## src/rtl/mem_bus_arbiter_pkg.sv

```systemverilog
// ============================================================================
// mem_bus_arbiter_pkg : owner encoding and default bus widths.   Rev 1.0
// ============================================================================
`default_nettype none

package mem_bus_arbiter_pkg;

  localparam int unsigned DEF_ADDR_W = 19;
  localparam int unsigned DEF_DATA_W = 8;

  typedef enum logic [1:0] {
    OWNER_NONE = 2'd0,
    OWNER_A    = 2'd1,
    OWNER_B    = 2'd2
  } owner_e;

  // The competing master for a given owner; NONE maps to A so ties resolve sanely.
  function automatic owner_e other_owner(input owner_e owner);
    return (owner == OWNER_A) ? OWNER_B : OWNER_A;
  endfunction

endpackage

`default_nettype wire

```

## src/rtl/mem_bus_arbiter_hold_counter.sv

```systemverilog
// ============================================================================
// arb_hold_counter : counts consecutive locked retentions of the bus owner. Rev 1.0
// ============================================================================
`default_nettype none

module arb_hold_counter #(
  parameter int unsigned MAX_HOLD = 16
) (
  input  logic clock,
  input  logic reset,
  input  logic i_clear,
  input  logic i_incr,
  output logic o_at_limit
);

  localparam int unsigned          c_CNT_W = (MAX_HOLD > 1) ? $clog2(MAX_HOLD) : 1;
  localparam logic [c_CNT_W-1:0]   c_LIMIT = c_CNT_W'(MAX_HOLD - 1);

  logic [c_CNT_W-1:0] r_count;

  // Saturates at the limit so MAX_HOLD=1 keeps the count pinned at zero.
  always_ff @(posedge clock) begin
    if (reset || i_clear) begin
      r_count <= '0;
    end else if (i_incr && !o_at_limit) begin
      r_count <= r_count + 1'b1;
    end
  end

  assign o_at_limit = (r_count == c_LIMIT);

endmodule

`default_nettype wire

```

## src/rtl/mem_bus_arbiter.sv

```systemverilog
// ============================================================================
// mem_bus_arbiter : two-master round-robin bus arbiter with lock and parking. Rev 1.0
// ============================================================================
`default_nettype none

module mem_bus_arbiter
  import mem_bus_arbiter_pkg::*;
#(
  parameter int unsigned ADDR_W   = DEF_ADDR_W,
  parameter int unsigned DATA_W   = DEF_DATA_W,
  parameter int unsigned MAX_HOLD = 16,
  parameter bit          PARK     = 1'b1
) (
  input  logic              clock,
  input  logic              reset,
  input  logic              i_a_req,
  input  logic              i_a_we,
  input  logic              i_a_lock,
  input  logic [ADDR_W-1:0] i_a_addr,
  input  logic [DATA_W-1:0] i_a_wdata,
  output logic              o_a_ack,
  output logic [DATA_W-1:0] o_a_rdata,
  input  logic              i_b_req,
  input  logic              i_b_we,
  input  logic              i_b_lock,
  input  logic [ADDR_W-1:0] i_b_addr,
  input  logic [DATA_W-1:0] i_b_wdata,
  output logic              o_b_ack,
  output logic [DATA_W-1:0] o_b_rdata,
  output logic [ADDR_W-1:0] o_mem_addr,
  output logic              o_mem_we,
  output logic [DATA_W-1:0] o_mem_wdata,
  input  logic [DATA_W-1:0] i_mem_rdata,
  output logic [1:0]        o_owner
);

  owner_e r_owner;
  owner_e r_rr_next;

  logic w_own_req;
  logic w_own_lock;
  logic w_oth_req;
  logic w_at_limit;
  logic w_keep_locked;

  always_comb begin
    w_own_req  = 1'b0;
    w_own_lock = 1'b0;
    w_oth_req  = 1'b0;
    case (r_owner)
      OWNER_A: begin
        w_own_req  = i_a_req;
        w_own_lock = i_a_lock;
        w_oth_req  = i_b_req;
      end
      OWNER_B: begin
        w_own_req  = i_b_req;
        w_own_lock = i_b_lock;
        w_oth_req  = i_a_req;
      end
      default: ;
    endcase
  end

  assign w_keep_locked = (r_owner != OWNER_NONE) && w_own_req && w_own_lock && !w_at_limit;

  arb_hold_counter #(
    .MAX_HOLD (MAX_HOLD)
  ) u_hold (
    .clock      (clock),
    .reset      (reset),
    .i_clear    (!w_keep_locked),
    .i_incr     (w_keep_locked),
    .o_at_limit (w_at_limit)
  );

  always_ff @(posedge clock) begin
    if (reset) begin
      r_owner   <= OWNER_NONE;
      r_rr_next <= OWNER_A;
    end else begin
      case (r_owner)
        OWNER_NONE: begin
          if (i_a_req && i_b_req) begin
            r_owner   <= r_rr_next;
            r_rr_next <= other_owner(r_rr_next);
          end else if (i_a_req) begin
            r_owner <= OWNER_A;
          end else if (i_b_req) begin
            r_owner <= OWNER_B;
          end
        end
        default: begin
          // A waiting competitor wins once the lock is absent or exhausted.
          if (!w_keep_locked) begin
            if (w_oth_req) begin
              r_owner   <= other_owner(r_owner);
              r_rr_next <= r_owner;
            end else if (!w_own_req && !PARK) begin
              r_owner <= OWNER_NONE;
            end
          end
        end
      endcase
    end
  end

  always_comb begin
    o_mem_addr  = '0;
    o_mem_wdata = '0;
    o_mem_we    = 1'b0;
    o_a_ack     = 1'b0;
    o_b_ack     = 1'b0;
    o_a_rdata   = '0;
    o_b_rdata   = '0;
    case (r_owner)
      OWNER_A: begin
        o_mem_addr  = i_a_addr;
        o_mem_wdata = i_a_wdata;
        o_mem_we    = i_a_req && i_a_we;
        o_a_ack     = i_a_req;
        o_a_rdata   = i_mem_rdata;
      end
      OWNER_B: begin
        o_mem_addr  = i_b_addr;
        o_mem_wdata = i_b_wdata;
        o_mem_we    = i_b_req && i_b_we;
        o_b_ack     = i_b_req;
        o_b_rdata   = i_mem_rdata;
      end
      default: ;
    endcase
    // A transfer coinciding with reset never completes.
    if (reset) begin
      o_mem_we = 1'b0;
      o_a_ack  = 1'b0;
      o_b_ack  = 1'b0;
    end
  end

  assign o_owner = r_owner;

endmodule

`default_nettype wire

```

## config.mk

```make
export PLATFORM = sky130hd
export DESIGN_NAME = mem_bus_arbiter
export DESIGN_NICKNAME = d
export VERILOG_FILES = /design/src/rtl/mem_bus_arbiter_pkg.sv /design/src/rtl/mem_bus_arbiter_hold_counter.sv /design/src/rtl/mem_bus_arbiter.sv
export SDC_FILE = /design/constraint.sdc
export NUM_CORES = 1
export LEC_CHECK = 0
export CAP_MARGIN = 20
export CORE_MARGIN = 2
export CORE_UTILIZATION = 57
export CTS_CLUSTER_SIZE = 14
export DETAILED_ROUTE_END_ITERATION = 16
export DONT_BUFFER_PORTS = 1
export PLACE_DENSITY_LB_ADDON = 0.3
export SETUP_SLACK_MARGIN = 0.05
export SLEW_MARGIN = 0
export SYNTH_ARGS = -nofsm -noshare
export SYNTH_HDL_FRONTEND = slang
export SYNTH_SLANG_ARGS = --single-unit
```

## constraint.sdc

```tcl
create_clock -name clock -period 4.8 [get_ports clock]
set_input_delay 0.96 -clock clock [delete_from_list [all_inputs] [get_ports clock]]
set_output_delay 0.96 -clock clock [all_outputs]
set_load 0.05 [all_outputs]
```

== Yosys cells after proc, flatten, opt, wreduce, memory -nomap -nowiden ==
Index checks and enable logic that the tools add are counted.
Widths: inputs -> output; s select.

* Memory bits (read-only): 0
* Memories kept: 0
* Output and inout bits: 48
* Bits of input ports: 70
* Bits in latches: 0
* Logic and storage cells: 51
* Register bits: 8
* Memory bits (writable): 0

* Add/sub/neg operators: 1
* Eq/ne operators: 7
* Multiply operators: 0
* Multiplexer cells: 25
* Reductions and logical operators: 15
* Divide/modulo/power cells: 0
* Order comparisons: 0
* Bitwise operators: 0
* Shift operators: 0

{| class="wikitable"
|+ Operators with widths
! cell !! number
|-
| $pmux 19 s2 || 1
|-
| $mux 2 || 12
|-
| $mux 8 || 2
|-
| $pmux 8 s2 || 1
|-
| $pmux 1 s2 || 4
|-
| $logic_and 1x1->1 || 7
|-
| $reduce_and 3->1 || 2
|-
| $mux 1 || 5
|-
| $add 4x1->4 const B || 1
|-
| $eq 2x1->1 const B || 2
|-
| $eq 4x4->1 const B || 1
|-
| $ne 2x2->1 const B || 2
|-
| $ne 4x4->1 const B || 1
|-
| $reduce_bool 2->1 || 2
|-
| $eq 2x2->1 const B || 1
|-
| $logic_not 1->1 || 2
|-
| $logic_not 2->1 || 1
|-
| $logic_or 1x1->1 || 1
|}

== Depth between registers and ports, before layout ==
Gate-level depths: netlist (run 1).

* Depth after elaboration: 7
* Mapped depth: 7

== Modules after synthesis ==
A second synthesis (run 1) with hierarchy kept.

* Cell total of the unflattened synthesis: 151
* Area total of the unflattened synthesis: 1093.5 um2

{| class="wikitable"
|+ By module, submodules not included
! module !! cells each !! times used !! area each (um2) !! sequential area each (um2)
|-
| mem_bus_arbiter || 129 || 1 || 882.1 || 80.1
|-
| arb_hold_counter || 22 || 1 || 211.5 || 80.1
|}

== Worst setup path after synthesis (run 1) ==
OpenSTA, ideal clock, no wires.

* Path kind: reg2out
* Start point: reg r_owner[1] (netlist: o_owner[1])
* End point: out o_mem_we
* Cell stages (with the launch flop): 6
* Data required time: 3.840 ns
* Data arrival time: 2.572 ns
* Slack: 1.268 ns
* Cells stage by stage: dfxtp_1 > ha_1 > buf_6 > clkbuf_1 > a31oi_1 > nor3b_1

* Cells in the longest elaborated chain, start to end: 3

{| class="wikitable"
|+ RTL lines
! element !! RTL line !! source
|-
| start, declared || mem_bus_arbiter.sv:37 || <nowiki>owner_e r_owner;</nowiki>
|-
| start signal, assigned || mem_bus_arbiter.sv:85 || <nowiki>r_owner <= r_rr_next;</nowiki>
|-
| start signal, assigned || mem_bus_arbiter.sv:97 || <nowiki>r_owner <= other_owner(r_owner);</nowiki>
|-
| $eq 2x2->1 / $eq 2x1->1 (equally long branches) || mem_bus_arbiter.sv:116 || <nowiki>case (r_owner)</nowiki>
|-
| $pmux 1 s2 * || mem_bus_arbiter.sv:116 ||
|-
| $mux 1 * || mem_bus_arbiter.sv:134 || <nowiki>if (reset) begin</nowiki>
|-
| end, declared || mem_bus_arbiter.sv:31 || <nowiki>output logic o_mem_we,</nowiki>
|}

Every way passes the cells marked *; elsewhere a longest branch is shown, timed or not.

== Worst setup path after layout (run 1) ==
* Start point: reg r_owner[0] (netlist: o_owner[0])
* End point: out o_mem_we

The elaborated chain is that of the path after synthesis.

==> flow_summary_export.csv, run 1 <==
group,metric,value,unit
outcome,status,"finished clean",
global_route,antenna_found_initial,0,
power,p_per_area,875,nW/µm²
sta,worstMarginPinSlew,0.940,ns
synthesis,synth_edf_count,0,
synthesis,synth_flop_cell,"dfxtp_1",
cells_and_area,antennaDiodeCount,0,
clock_network,htreeDepth,1,
synthesis,synth_top_family_by_area,"simple AND/OR/NAND/NOR gates",
synthesis,synth_most_common_cell,"nor2b_1",
floorplan,die_h,47.5,µm
synthesis,synth_commonest_cells,"nor2b_1 (30), a22oi_1 (27), and2_1 (16), nor2_1 (9)",
synthesis,synthArstFlopShare,0,%
synthesis,ys_seq_elements,8,
synthesis,syn_area,1080,µm²
sta,fin_ws,0.982,ns
cells_and_area,drive_above_1_share,24.6,%
place,hpwlAfterDp,2710,µm
cells_and_area,nets,243,
critical_path,path_buf_inv,1,
sta,final.setup_skew,0.00269,ns
clock_network,cts.sinks,8,
synthesis,synth_fa_ha_area_share,4.65,%
power,ir_drop,687,µV
sta,setup_viol,0,
critical_path,arrival,2.86,ns
clock_network,clk_latency,0.26,ns
sta,hold_violations,0,
worst_hold_path,hold_class,"flip-flop to flip-flop",
floorplan,initial_utilization,61.6,%
run,cap_violations,0,
place,pre_cts_ws,1.28,ns
synthesis,yosysSeqAreaShare,14.9,%
clock_network,cts_resized,0,
critical_path,worst_path_max_delay_cell,"dfxtp_1",
critical_path,critPathCaptureType,"output pin",
detailed_routing,wire_per_inst,17.5,µm
synthesis,synth_compound_area_share,27.2,%
sta,whs,0.472,ns
synthesis,synth.area.top_cells,"a22oi_1 (19%), nor2b_1 (17%), dfxtp_1 (15%)",
power,p_leak,0.000525,µW
detailed_routing,ant_nets,0,
synthesis,synth-simple-area-share,40.3,%
clock_network,cts_buffers,3,
synthesis,synth_cells,147,
global_route,overflow,0,
detailed_routing,vias_per_cell,6.14,
floorplan,coreArea,1750,µm²
global_route,grt_use_total,29.2,%
sta,fmax,0.262,GHz
critical_path,cp_top_family,"simple AND/OR/NAND/NOR gates",
sta,min_period,3.82,ns
critical_path,path_class,"flip-flop to output pin",
sta,slew_headroom,37.1,%
cells_and_area,syn_to_final_growth,20.5,%
synthesis,ys_warn_count,0,
place,globalplace.congestion,0.815,
synthesis,synthMuxAreaShare,4.65,%
synthesis,avgSynthCellArea,7.32,µm²
critical_path,crit_chain,"ha_1 > buf_4 > and3_1 > a31oi_1 > nor3b_2",
sta,finalSetupTns,0,ns
synthesis,synth_top_area_share,18.8,%
detailed_routing,wirelength,3370,µm
critical_path,worstPathMaxFanout,26,
floorplan,die_w,47.5,µm
synthesis,yosys.area.top_type,"a22oi_1",
detailed_routing,vias,1178,
sta,fin_crit_sh,79.5,%
detailed_routing,dr.pass1.iters,5,
synthesis,yosysUniqueCellTypes,31,
clock_network,cts_root_buf,"clkbuf_4",
clock_network,cts_tree,"yes",
clock_network,cts_setup_buffers,0,
floorplan,rows,15,
sta,rsz0062_at_grt,"false",
clock_network,clk_pin_slew,0.06,ns
critical_path,r2r_slack,2.10,ns
synthesis,syn_nets,221,
synthesis,synth_xor_area_share,1.63,%
sta,slew_violations,0,
detailed_routing,drt_iter0_drc,37,
global_route,grt_max_degree,31,
cells_and_area,n_fill_cell,150,
detailed_routing,drc,0,
clock_network,clock_path_buffers,2,
global_route,grt_pass1_wl,4590,µm
critical_path,slowest_delay,0.70,ns
place,io_buffers,0,
critical_path,crit_path_start_kind,"flip-flop",
power,finalPower,1130,µW
clock_network,ctsHoldBuffers,0,
floorplan,io_pins,118,
floorplan,dieArea,2250,µm²
global_route,grt_pass1_vias,987,
critical_path,worstPathRequired,3.84,ns
[logic make-up after synthesis]
kind of cell / Yosys count
buffers and inverters: 16
multiplexers: 4
XOR/XNOR: 2
flip-flops: 8
AO/OA/AOI/OAI: 39
adder cells (fa/ha/maj): 4
AND/OR/NAND/NOR: 74
[registers in the layout, indices dropped and copies added (netlist names)]
| signal | cells |
|---|---|
| r_rr_next | 2 |
| o_owner | 2 |
| u_hold.r_count | 4 |
[cell type report]
class                           count  area [µm²]  area share [%]
Clock buffer                        3        22.5            1.74
Multi-Input combinational cell    123         850            65.5
Timing Repair Buffer               29         218            16.8
Tap cell                           25        31.3            2.41
Inverter                            4        15.0            1.16
Sequential cell                     8         160            12.4
[metal layers]
| layer | up-vias | GRT usage [%] | wire [µm] |
|---|---|---|---|
| li1 | 559 | - | - |
| met1 | 561 | 34.8 | 1230 |
| met2 | 52 | 52.4 | 1880 |
| met3 | 6 | 3.77 | 192 |
| met4 | 0 | 11.7 | 59 |
| met5 | - | 0 | 0 |
[layout by cell type, fill, tap and decap left out, types with 2 or more instances in the layout]
master and count:
nand2_1 4, inv_1 4, o211ai_2 2, and3_1 2
nand3_1 4, nand3b_1 2, ha_1 4, nand2b_1 2
dfxtp_1 8, and2_1 16, nor2b_1 30, mux2i_1 2
a22oi_1 27, mux2_4 2, buf_4 29, nor2_1 9
a21oi_1 5, clkbuf_4 3
[where the power goes]
group          internal, µW  switching (µW)
combinational           307             646
clock                  28.8            25.5
sequential             80.9            45.5
[metrics by stage]
stage / util [%] / instance area, µm² / cells
2_1_floorplan: - / 1080 / 147
3_3_place_gp: 73.0 / 1270 / 189
3_5_place_dp: 73.0 / 1270 / 189
4_1_cts: 74.3 / 1300 / 192
5_1_grt: 74.3 / 1300 / 192
6_report: 74.3 / 1300 / 192
[path summary, 6_finish.rpt]
| kind | start | endpoint | cells after the start |
|---|---|---|---|
| setup reg to reg | o_owner[1]$_SDFFE_PP0P_ | o_owner[1]$_SDFFE_PP0P_ | 6 |
| hold / removal | u_hold.r_count[0]$_SDFFE_PP0P_ | u_hold.r_count[0]$_SDFFE_PP0P_ | 1 |
| setup / recovery | o_owner[0]$_SDFFE_PP0P_ | o_mem_we | 5 |
| hold reg to reg | u_hold.r_count[0]$_SDFFE_PP0P_ | u_hold.r_count[0]$_SDFFE_PP0P_ | 1 |
[worst register-to-register path, delay by kind of cell (launching register included)]
kind                     cells  cell delay (ns)
AND/OR/NAND/NOR              2             0.51
flip-flops                   1             0.70
multiplexers                 1             0.31
adder cells (fa/ha/maj)      1             0.75
buffers and inverters        1             0.18
AO/OA/AOI/OAI                1             0.14
No activity file was read; power rests on OpenSTA's default activity.
==> run 2, diff against run 1 <==
- CORE_UTILIZATION: 57 -> 56
- clock period: 4.8 -> 3.5 ns (I/O delays scaled with it)
==> flow_summary_export.csv, run 2 (synthesis results as in run 1) <==
group,metric,value,unit
global_route,grt_max_degree,40,
clock_network,clk_latency,0.27,ns
sta,slew_headroom,58.0,%
floorplan,initial_utilization,61.0,%
critical_path,slowest_delay,0.73,ns
critical_path,cp_top_family,"adder cells",
power,ir_drop,935,µV
place,hpwlAfterDp,2660,µm
place,io_buffers,0,
clock_network,cts_root_buf,"clkbuf_4",
worst_hold_path,hold_class,"flip-flop to flip-flop",
critical_path,crit_chain,"inv_1 > ha_1 > nor3b_2 > buf_4",
power,seq_power_share,9.2,%
global_route,grt_use_total,28.9,%
sta,setup_viol,0,
critical_path,arrival,2.38,ns
cells_and_area,top_register,"u_hold.r_count",
critical_path,worst_path_max_delay_cell,"ha_1",
sta,hold_violations,0,
cells_and_area,antennaDiodeCount,0,
critical_path,critPathCaptureType,"output pin",
cells_and_area,multiInputGateArea,850,µm²
clock_network,cts_setup_buffers,0,
power,combPwrFrac,86.1,%
sta,finalSetupTns,0,ns
run,cap_violations,0,
place,globalplace.congestion,0.763,
critical_path,path_buf_inv,2,
clock_network,ctsHoldBuffers,0,
floorplan,io_pins,118,
global_route,grt_pass1_wl,4660,µm
cells_and_area,drive_above_1_share,26.3,%
detailed_routing,dr.pass1.iters,4,
power,clkPwrFrac,4.7,%
floorplan,die_w,47.8,µm
critical_path,path_class,"flip-flop to output pin",
clock_network,clk_pin_slew,0.06,ns
power,switching_share,62.1,%
sta,fmax,0.325,GHz
cells_and_area,syn_to_final_growth,25.1,%
power,p_leak,0.000553,µW
cells_and_area,seq_area,160,µm²
clock_network,htreeDepth,1,
cells_and_area,mostFrequentLayoutCells,"buf_4 (32), nor2b_1 (30), a22oi_1 (27), and2_1 (16), nor2_1 (9)",
detailed_routing,vias_per_cell,6.04,
clock_network,cts_tree,"yes",
detailed_routing,wire_per_inst,17.5,µm
detailed_routing,vias,1183,
floorplan,die_h,47.8,µm
detailed_routing,drc,0,
detailed_routing,ant_nets,0,
sta,fin_crit_sh,88.0,%
global_route,overflow,0,
clock_network,cts_buffers,3,
critical_path,crit_path_start_kind,"flip-flop",
outcome,status,"finished clean",
power,power_switching,991,µW
sta,final.setup_skew,0.00415,ns
floorplan,dieArea,2290,µm²
cells_and_area,largest_reg_flops,4,
power,internal_power,605,µW
sta,slew_violations,0,
global_route,antenna_found_initial,0,
floorplan,coreArea,1760,µm²
sta,min_period,3.08,ns
place,pre_cts_ws,0.520,ns
clock_network,cts_resized,0,
detailed_routing,drt_iter0_drc,45,
global_route,grt_pass1_vias,1042,
cells_and_area,final_common_cell,"buf_4",
sta,whs,0.462,ns
detailed_routing,wirelength,3430,µm
critical_path,worstPathMaxFanout,30,
sta,worstMarginPinSlew,0.630,ns
clock_network,clock_path_buffers,2,
critical_path,worstPathRequired,2.80,ns
power,p_per_area,1190,nW/µm²
cells_and_area,nets,247,
sta,fin_ws,0.421,ns
sta,rsz0062_at_grt,"false",
clock_network,cts.sinks,8,
floorplan,rows,15,
cells_and_area,n_fill_cell,138,
==> run 2: cell count changes in the layout (fill, tap and decap cells not counted) <==
cell / before / now
buf_4: 29 / 32
buf_16: 0 / 1
==> run 2: power by group through the flow <==
stage	Sequential [µW]	Combinational (µW)	Clock [µW]
3_3_place_gp	146	1300	0
5_1_grt	149	1450	79.1
2_1_floorplan	167	1090	0
3_5_place_dp	148	1340	0
6_report	146	1370	75.7
4_1_cts	146	1340	77.2
==> run 2: per-layer routing <==
layer	share of wire (%)	vias up	track usage (%)
li1	-	565	-
met1	35	544	33.6
met2	56	67	51.2
met3	7.1	7	4.15
met4	1.8	0	14.1
met5	0	-	0
==> run 2: cell type report <==
cell class | count | share of cell area (%)
multi-input cells | 123 | 63.1
repair buffers | 33 | 19.9
flip-flops and latches | 8 | 11.9
well taps | 25 | 2.32
clock buffers | 3 | 1.67
inverters | 4 | 1.12
==> run 2: worst paths after layout <==
kind / startpoint / end / slack, ns / depth (start not counted)
worst min-delay path: u_hold.r_count[0]$_SDFFE_PP0P_ / u_hold.r_count[0]$_SDFFE_PP0P_ / 0.46 / 1
worst min register to register: u_hold.r_count[0]$_SDFFE_PP0P_ / u_hold.r_count[0]$_SDFFE_PP0P_ / 0.46 / 1
worst max-delay path: o_owner[0]$_SDFFE_PP0P_ / o_mem_we / 0.42 / 4
worst max register to register: o_owner[0]$_SDFFE_PP0P_ / o_owner[1]$_SDFFE_PP0P_ / 0.82 / 6
==> run 2: per-stage QoR <==
stage	area, µm²	utilization [%]	power (µW)	cells
detailed placement	1300	73.5	1490	192
CTS	1320	74.8	1560	195
global placement	1300	73.5	1440	192
global route	1350	76.3	1680	196
floorplan	1080	-	1260	147
finish	1350	76.3	1600	196
